$ cat src/rtl/load_function_if.sv
// load_function_if: request, memory-read and response signals of the load unit.
interface load_function_if #(parameter int DM_ADDRESS = 9, parameter int DATA_W = 32);
    logic                  req_valid;
    logic                  req_ready;
    logic [31:0]           req_addr;
    logic [2:0]            req_funct3;
    logic                  mem_re;
    logic [DM_ADDRESS-3:0] mem_addr;
    logic [DATA_W-1:0]     mem_rdata;
    logic                  rsp_valid;
    logic                  rsp_ready;
    logic [DATA_W-1:0]     rsp_data;
    logic                  rsp_err;
    modport master (
        output req_valid, req_addr, req_funct3, mem_rdata, rsp_ready,
        input  req_ready, mem_re, mem_addr, rsp_valid, rsp_data, rsp_err
    );
    modport slave (
        input  req_valid, req_addr, req_funct3, mem_rdata, rsp_ready,
        output req_ready, mem_re, mem_addr, rsp_valid, rsp_data, rsp_err
    );
endinterface

$ cat src/rtl/load_function.sv
// load_function: byte/half/word loads from word-wide data memory with sign/zero extension.
// MISALIGNED_LOAD_EN enables word-crossing loads via two reads; otherwise they are rejected.
module load_function #(
    parameter int DM_ADDRESS = 9,
    parameter int DATA_W     = 32
) (
    input logic          clk,
    input logic          rst_n,
    load_function_if.slave bus
);
    typedef enum logic [2:0] {IDLE, ISSUE0, DATA0, DATA1, RESP} state_t;

    state_t                state_q, state_d;
    logic [DM_ADDRESS-1:0] addr_q, addr_d;
    logic [2:0]            f3_q, f3_d;
    logic [DATA_W-1:0]     lo_q, lo_d, data_q, data_d;
    logic                  err_q, err_d;
    logic [DM_ADDRESS-3:0] widx;
    logic                  bad_f3, reject, split;
    logic                  unused_addr;

    function automatic logic [31:0] extract(input logic [63:0] v, input logic [1:0] off,
                                            input logic [2:0] f3);
        logic [31:0] w;
        w = 32'(v >> {off, 3'b000});
        return f3 == 3'b000 ? {{24{w[7]}}, w[7:0]} :
               f3 == 3'b001 ? {{16{w[15]}}, w[15:0]} :
               f3 == 3'b100 ? {24'd0, w[7:0]} :
               f3 == 3'b101 ? {16'd0, w[15:0]} : w;
    endfunction

    assign unused_addr = ^bus.req_addr[31:DM_ADDRESS];
    assign bad_f3      = bus.req_funct3 == 3'b011 || bus.req_funct3[2:1] == 2'b11;
    assign widx        = addr_q[DM_ADDRESS-1:2];

`ifdef MISALIGNED_LOAD_EN
    assign reject = bad_f3;
    assign split  = (f3_q == 3'b010 && addr_q[1:0] != 2'b00) ||
                    (f3_q[1:0] == 2'b01 && addr_q[1:0] == 2'b11);
`else
    assign reject = bad_f3 || (bus.req_funct3 == 3'b010 && bus.req_addr[1:0] != 2'b00) ||
                    (bus.req_funct3[1:0] == 2'b01 && bus.req_addr[0]);
    assign split  = 1'b0;
`endif

    always_comb begin
        state_d = state_q;
        addr_d  = addr_q;
        f3_d    = f3_q;
        lo_d    = lo_q;
        data_d  = data_q;
        err_d   = err_q;
        case (state_q)
            IDLE: if (bus.req_valid) begin
                addr_d  = bus.req_addr[DM_ADDRESS-1:0];
                f3_d    = bus.req_funct3;
                data_d  = '0;
                err_d   = reject;
                state_d = reject ? RESP : ISSUE0;
            end
            ISSUE0: state_d = DATA0;
            DATA0: begin
                lo_d    = bus.mem_rdata;
                data_d  = extract({32'd0, bus.mem_rdata}, addr_q[1:0], f3_q);
                state_d = split ? DATA1 : RESP;
            end
            DATA1: begin
                data_d  = extract({bus.mem_rdata, lo_q}, addr_q[1:0], f3_q);
                state_d = RESP;
            end
            RESP: state_d = bus.rsp_ready ? IDLE : RESP;
            default: state_d = IDLE;
        endcase
    end

    always_ff @(posedge clk or negedge rst_n) begin
        if (!rst_n) begin
            state_q <= IDLE;
            addr_q  <= '0;
            f3_q    <= '0;
            lo_q    <= '0;
            data_q  <= '0;
            err_q   <= 1'b0;
        end else begin
            state_q <= state_d;
            addr_q  <= addr_d;
            f3_q    <= f3_d;
            lo_q    <= lo_d;
            data_q  <= data_d;
            err_q   <= err_d;
        end
    end

    // Second read of a split access targets the next word, wrapping at the top of memory.
    assign bus.req_ready = state_q == IDLE;
    assign bus.mem_re    = state_q == ISSUE0 || (state_q == DATA0 && split);
    assign bus.mem_addr  = state_q == DATA0 ? widx + 1'b1 : widx;
    assign bus.rsp_valid = state_q == RESP;
    assign bus.rsp_data  = data_q;
    assign bus.rsp_err   = err_q;
endmodule

$ cat src/flat_wrapper.sv
// flat-port wrapper written by rule: the top's interface ports become plain ports
module load_function_flat 
#(
    parameter int DM_ADDRESS = 9,
    parameter int DATA_W     = 32
)
  (clk, rst_n, bus_req_valid, bus_req_addr, bus_req_funct3, bus_mem_rdata, bus_rsp_ready, bus_req_ready, bus_mem_re, bus_mem_addr, bus_rsp_valid, bus_rsp_data, bus_rsp_err);
  load_function_if #(.DM_ADDRESS(DM_ADDRESS), .DATA_W(DATA_W)) bus_i ();
  input logic clk;
  input logic rst_n;
  input wire logic [$bits(bus_i.req_valid)-1:0] bus_req_valid;
  input wire logic [$bits(bus_i.req_addr)-1:0] bus_req_addr;
  input wire logic [$bits(bus_i.req_funct3)-1:0] bus_req_funct3;
  input wire logic [$bits(bus_i.mem_rdata)-1:0] bus_mem_rdata;
  input wire logic [$bits(bus_i.rsp_ready)-1:0] bus_rsp_ready;
  output wire logic [$bits(bus_i.req_ready)-1:0] bus_req_ready;
  output wire logic [$bits(bus_i.mem_re)-1:0] bus_mem_re;
  output wire logic [$bits(bus_i.mem_addr)-1:0] bus_mem_addr;
  output wire logic [$bits(bus_i.rsp_valid)-1:0] bus_rsp_valid;
  output wire logic [$bits(bus_i.rsp_data)-1:0] bus_rsp_data;
  output wire logic [$bits(bus_i.rsp_err)-1:0] bus_rsp_err;
  assign bus_i.req_valid = bus_req_valid;
  assign bus_i.req_addr = bus_req_addr;
  assign bus_i.req_funct3 = bus_req_funct3;
  assign bus_i.mem_rdata = bus_mem_rdata;
  assign bus_i.rsp_ready = bus_rsp_ready;
  assign bus_req_ready = bus_i.req_ready;
  assign bus_mem_re = bus_i.mem_re;
  assign bus_mem_addr = bus_i.mem_addr;
  assign bus_rsp_valid = bus_i.rsp_valid;
  assign bus_rsp_data = bus_i.rsp_data;
  assign bus_rsp_err = bus_i.rsp_err;
  load_function #(.DM_ADDRESS(DM_ADDRESS), .DATA_W(DATA_W)) u_core (.clk(clk), .rst_n(rst_n), .bus(bus_i));
endmodule
$ cat config.mk
export PLATFORM = sky130hd
export DESIGN_NAME = load_function_flat
export DESIGN_NICKNAME = d
export VERILOG_FILES = /design/src/rtl/load_function_if.sv /design/src/rtl/load_function.sv /design/src/flat_wrapper.sv
export SDC_FILE = /design/constraint.sdc
export NUM_CORES = 1
export LEC_CHECK = 0
export CORE_ASPECT_RATIO = 0.75
export CORE_MARGIN = 2
export CORE_UTILIZATION = 46
export DETAILED_ROUTE_END_ITERATION = 7
export PLACE_DENSITY = 0.84
export SKIP_CTS_REPAIR_TIMING = 1
export SLEW_MARGIN = 10
export SYNTH_ARGS = -nofsm -noshare
export SYNTH_HDL_FRONTEND = slang
export SYNTH_SLANG_ARGS = --single-unit
$ cat constraint.sdc
create_clock -name clk -period 1.9 [get_ports clk]
set_clock_uncertainty 0.2 [all_clocks]
set_input_delay 0.38 -clock clk [delete_from_list [all_inputs] [get_ports clk]]
set_output_delay 0.38 -clock clk [all_outputs]
set_load 0.05 [all_outputs]
==> results.py <==
metrics = {
    "synthesis": {
        "synthXorXnorAreaFrac_pct": 1.04,
        "dominantRegCellSynth": "sky130_fd_sc_hd__dfrtp_1",
        "combinational_family_with_the_most_area_after_synthesis": "multiplexers",
        "fraction_of_the_mapped_netlist_area_in_compound_gates_pct": 14.4,
        "largest_cells_by_area_after_synthesis": "sky130_fd_sc_hd__dfrtp_1, sky130_fd_sc_hd__mux4_2, sky130_fd_sc_hd__nand2_1, sky130_fd_sc_hd__mux2i_1, sky130_fd_sc_hd__a21oi_1",
        "yosys.cell_count.top_type": "sky130_fd_sc_hd__nand2_1",
        "synth_adder_area_share_pct": 0.248,
        "synth_enable_flop_cells": 0,
        "yosys.area.top_type": "sky130_fd_sc_hd__dfrtp_1",
        "synth-seq-cells": 80,
        "synthCells": 499,
        "ys_types": 55,
        "yosysTopAreaCellShare_pct": 39.7,
        "synth_simple_gate_area_share_pct": 16.5,
        "synth_nets": 571,
        "netlist_area_um2": 5040,
        "synth-async-reset-ratio_pct": 100,
        "yosys-mux-area-fraction_pct": 22.7,
        "yosys_warnings": 0,
        "sequential_element_share_of_the_synthesized_area_pct": 39.7,
        "leading_post_synthesis_cells_by_instance_count": "sky130_fd_sc_hd__nand2_1, sky130_fd_sc_hd__dfrtp_1, sky130_fd_sc_hd__mux2i_1",
        "synthesis.area_per_instance_um2": 10.1,
    },
    "timing": {
        "worst_slew_margin_rel_pct": 66.0,
        "hold_ws_ns": 0.272,
        "rsz0062_at_grt": "yes",
        "period_share_pct": 130,
        "max_clock_freq_mhz": 404,
        "fin_crit_ns": 2.48,
        "finalHoldViolations": 0,
        "postLayoutSetupSlackWorst_ns": -0.576,
        "worst-slew-pin-transition_ns": 0.509,
        "slew_viols_final": 0,
        "finalSetupViolCount": 50,
    },
    "cells_and_area": {
        "drive_gt1_share_pct": 43.9,
        "area_growth_pct": 55.7,
        "nNetsFinal": 743,
        "diodes": 0,
    },
    "placed_design": {
        "place.port_buffers": 90,
        "place.gp.congestion": 0.923,
        "detailedPlacementHpwl_mm": 11.2,
    },
    "route": {
        "routed_wire_length_per_instance_um": 24.6,
        "viasPerCell": 6.51,
        "final_antenna_net_count": 0,
        "detailedRoute.firstPassIterationCount": 7,
        "detail_route.iter0.violations": 741,
        "totalWireLength_mm": 20.1,
        "drt_drc": 0,
        "dr_total_vias": 5313,
    },
    "setup_path": {
        "rr_startpoint": "u_core.state_q[2]",
        "cp.required_ns": 1.32,
        "timing.critical_path.slowest_cell_delay_ns": 0.44,
        "crit_path_top_delay_cell": "sky130_fd_sc_hd__dfrtp_2",
        "start_to_end_type_of_the_worst_setup_path": "flop to output pin",
        "critical_path_buf_inv_count": 2,
        "worstSetupEndpointType": "output pin",
        "worstSetupStartpointType": "flop",
        "critical_path.top_delay_family": "simple AND/OR/NAND/NOR gates",
        "cells_along_the_critical_path": "nor3b_4 > nand4_1 > buf_4 > xnor2_4 > buf_12",
        "cp_data_arrival_time_ns": 1.90,
        "critical_path_peak_fanout": 4,
        "startpoint": "u_core.state_q[2]",
    },
    "floorplanning": {
        "starting_density_of_the_core_pct": 46.6,
        "die_area_um2": 11800,
        "rows": 33,
        "die_h_um": 94.7,
        "die-width_um": 125,
        "io_count": 114,
        "area_of_the_core_region_um2": 10800,
    },
    "global_routing": {
        "grt_max_degree": 35,
        "grt_pass1_wl_mm": 24.8,
        "globalRouteOverflowTotal": 0,
        "top_usage_layer": "met2",
        "groute.layer.met1.usage_pct": 35.2,
        "first_global_vias": 4795,
        "global_route.usage.total_pct": 26.8,
        "antenna_violations_before_repair": 0,
        "gr-usage-met2_pct": 45.1,
        "gr-usage-met3_pct": 6.46,
    },
    "power_and_ir_drop": {
        "vdd_drop_max_mv": 1.14,
        "total_power_w": 0.0150,
        "pwr_density_cell_nw_per_um2": 1910,
        "static-leakage-power_nw": 3.61,
    },
    "clock_network": {
        "h-tree-depth": 3,
        "numClockSinks": 80,
        "clock_tree.root_cell": "sky130_fd_sc_hd__clkbuf_16",
        "cts_tree": "built",
        "cts_made_buffers": 9,
        "path_clk_slew_ns": 0.06,
        "max-clock-path-buffers": 2,
        "worst_skew_pair.late_latency_ns": 0.36,
    },
    "run": {
        "maxCapViolCount": 0,
    },
    "worst_hold_path": {
        "timing.hold.worst.start": "u_core.bus.rsp_data[4]",
        "hold_class": "flop to flop",
    },
    "status": {
        "run_status": "finished, violations left",
        "violated_checks": "setup timing",
    },
}
-- layer usage --
layer | vias to the layer above | part of all wire, %
met4 | 0 | 6.1
li1 | 2160 | -
met5 | - | 0
met2 | 441 | 48
met1 | 2583 | 36
met3 | 129 | 10
-- sequential cells by signal, indices dropped and copies added, names as in the netlist --
register	cells
u_core.bus.rsp_data	32
u_core.lo_q	32
u_core.bus.rsp_err	1
u_core.addr_q	9
u_core.state_q	3
u_core.f3_q	3
-- per-stage QoR --
step / cells / worst slack, ns / cell area [um2] / TNS (ns) / util [%]
floorplan: 499 / -0.261 / 5250 / -3.40 / -
global placement: 784 / -0.425 / 6840 / -10.17 / 63.2
detailed placement: 784 / -0.462 / 6840 / -12.10 / 63.2
CTS: 800 / -0.569 / 7160 / -6.68 / 66.2
global route: 816 / -0.632 / 7850 / -10.50 / 72.6
finish: 816 / -0.576 / 7850 / -8.89 / 72.6
-- logic make-up (layout without fill, tap and decap cells) --
| kind of cell | Yosys count | after routing |
|---|---|---|
| buf+inv | 46 | 222 |
| fa+ha+maj | 1 | 1 |
| mux | 82 | 82 |
| xor+xnor | 6 | 6 |
| simple gates | 188 | 188 |
| compound gates | 96 | 97 |
| flops | 80 | 80 |
-- path summary, 6_finish.rpt --
kind,slack (ns),end,cells after the start
min in group asynchronous,0.34,u_core.f3_q[0],2
max in group asynchronous,0.59,u_core.bus.rsp_data[20],3
min,0.27,u_core.bus.rsp_data[4],2
min reg2reg,0.27,u_core.bus.rsp_data[4],2
max,-0.58,bus_mem_addr[4],5
max reg2reg,-0.31,u_core.bus.rsp_data[9],7
-- power breakdown --
part           internal [W]  leakage [nW]  total [W]  switching [W]
sequential          0.00248          1.00    0.00331       0.000839
combinational       0.00453          2.45    0.00979        0.00527
clock               0.00116         0.159    0.00189       0.000732
total               0.00816          3.61     0.0150        0.00684
-- final cells by class --
type                    instances  area, um2
clock inverters                 2       35.0
multi-input cells             374       3290
repair buffers                200       2030
flip-flops and latches         80       2010
well taps                     140        175
clock buffers                  14        284
inverters                       6       30.0
fillers                       663       2970
-- cell usage in the layout, fill, tap and decap left out, types with 4 or more instances in the layout --
cell	synthesis	layout
sky130_fd_sc_hd__o22ai_1	13	12
sky130_fd_sc_hd__a211oi_2	8	8
sky130_fd_sc_hd__a21oi_1	22	13
sky130_fd_sc_hd__inv_1	5	5
sky130_fd_sc_hd__nor2b_1	7	4
sky130_fd_sc_hd__buf_4	8	109
sky130_fd_sc_hd__a22oi_2	0	8
sky130_fd_sc_hd__nand3_2	0	4
sky130_fd_sc_hd__clkdlybuf4s50_1	0	46
sky130_fd_sc_hd__buf_6	6	17
sky130_fd_sc_hd__nor3_4	0	6
sky130_fd_sc_hd__o21ai_0	4	4
sky130_fd_sc_hd__buf_12	0	19
sky130_fd_sc_hd__mux2i_1	44	43
sky130_fd_sc_hd__clkbuf_8	0	4
sky130_fd_sc_hd__nor2_1	22	16
sky130_fd_sc_hd__nor2_4	0	4
sky130_fd_sc_hd__mux4_2	24	24
sky130_fd_sc_hd__mux2_4	1	13
sky130_fd_sc_hd__dfrtp_1	80	77
sky130_fd_sc_hd__clkbuf_16	0	14
sky130_fd_sc_hd__nor3_2	0	4
sky130_fd_sc_hd__a22oi_1	12	4
sky130_fd_sc_hd__nand2_1	123	118
sky130_fd_sc_hd__a21oi_2	0	9
sky130_fd_sc_hd__nand2_2	0	4
sky130_fd_sc_hd__o32ai_2	0	7
-- tightest hold or removal path: stages, from the launching register on --
cell and delay, ns:
sky130_fd_sc_hd__dfrtp_1 0.35, sky130_fd_sc_hd__nand2_1 0.05, sky130_fd_sc_hd__nand2_1 0.04
Power figures use the tool's default switching activity.
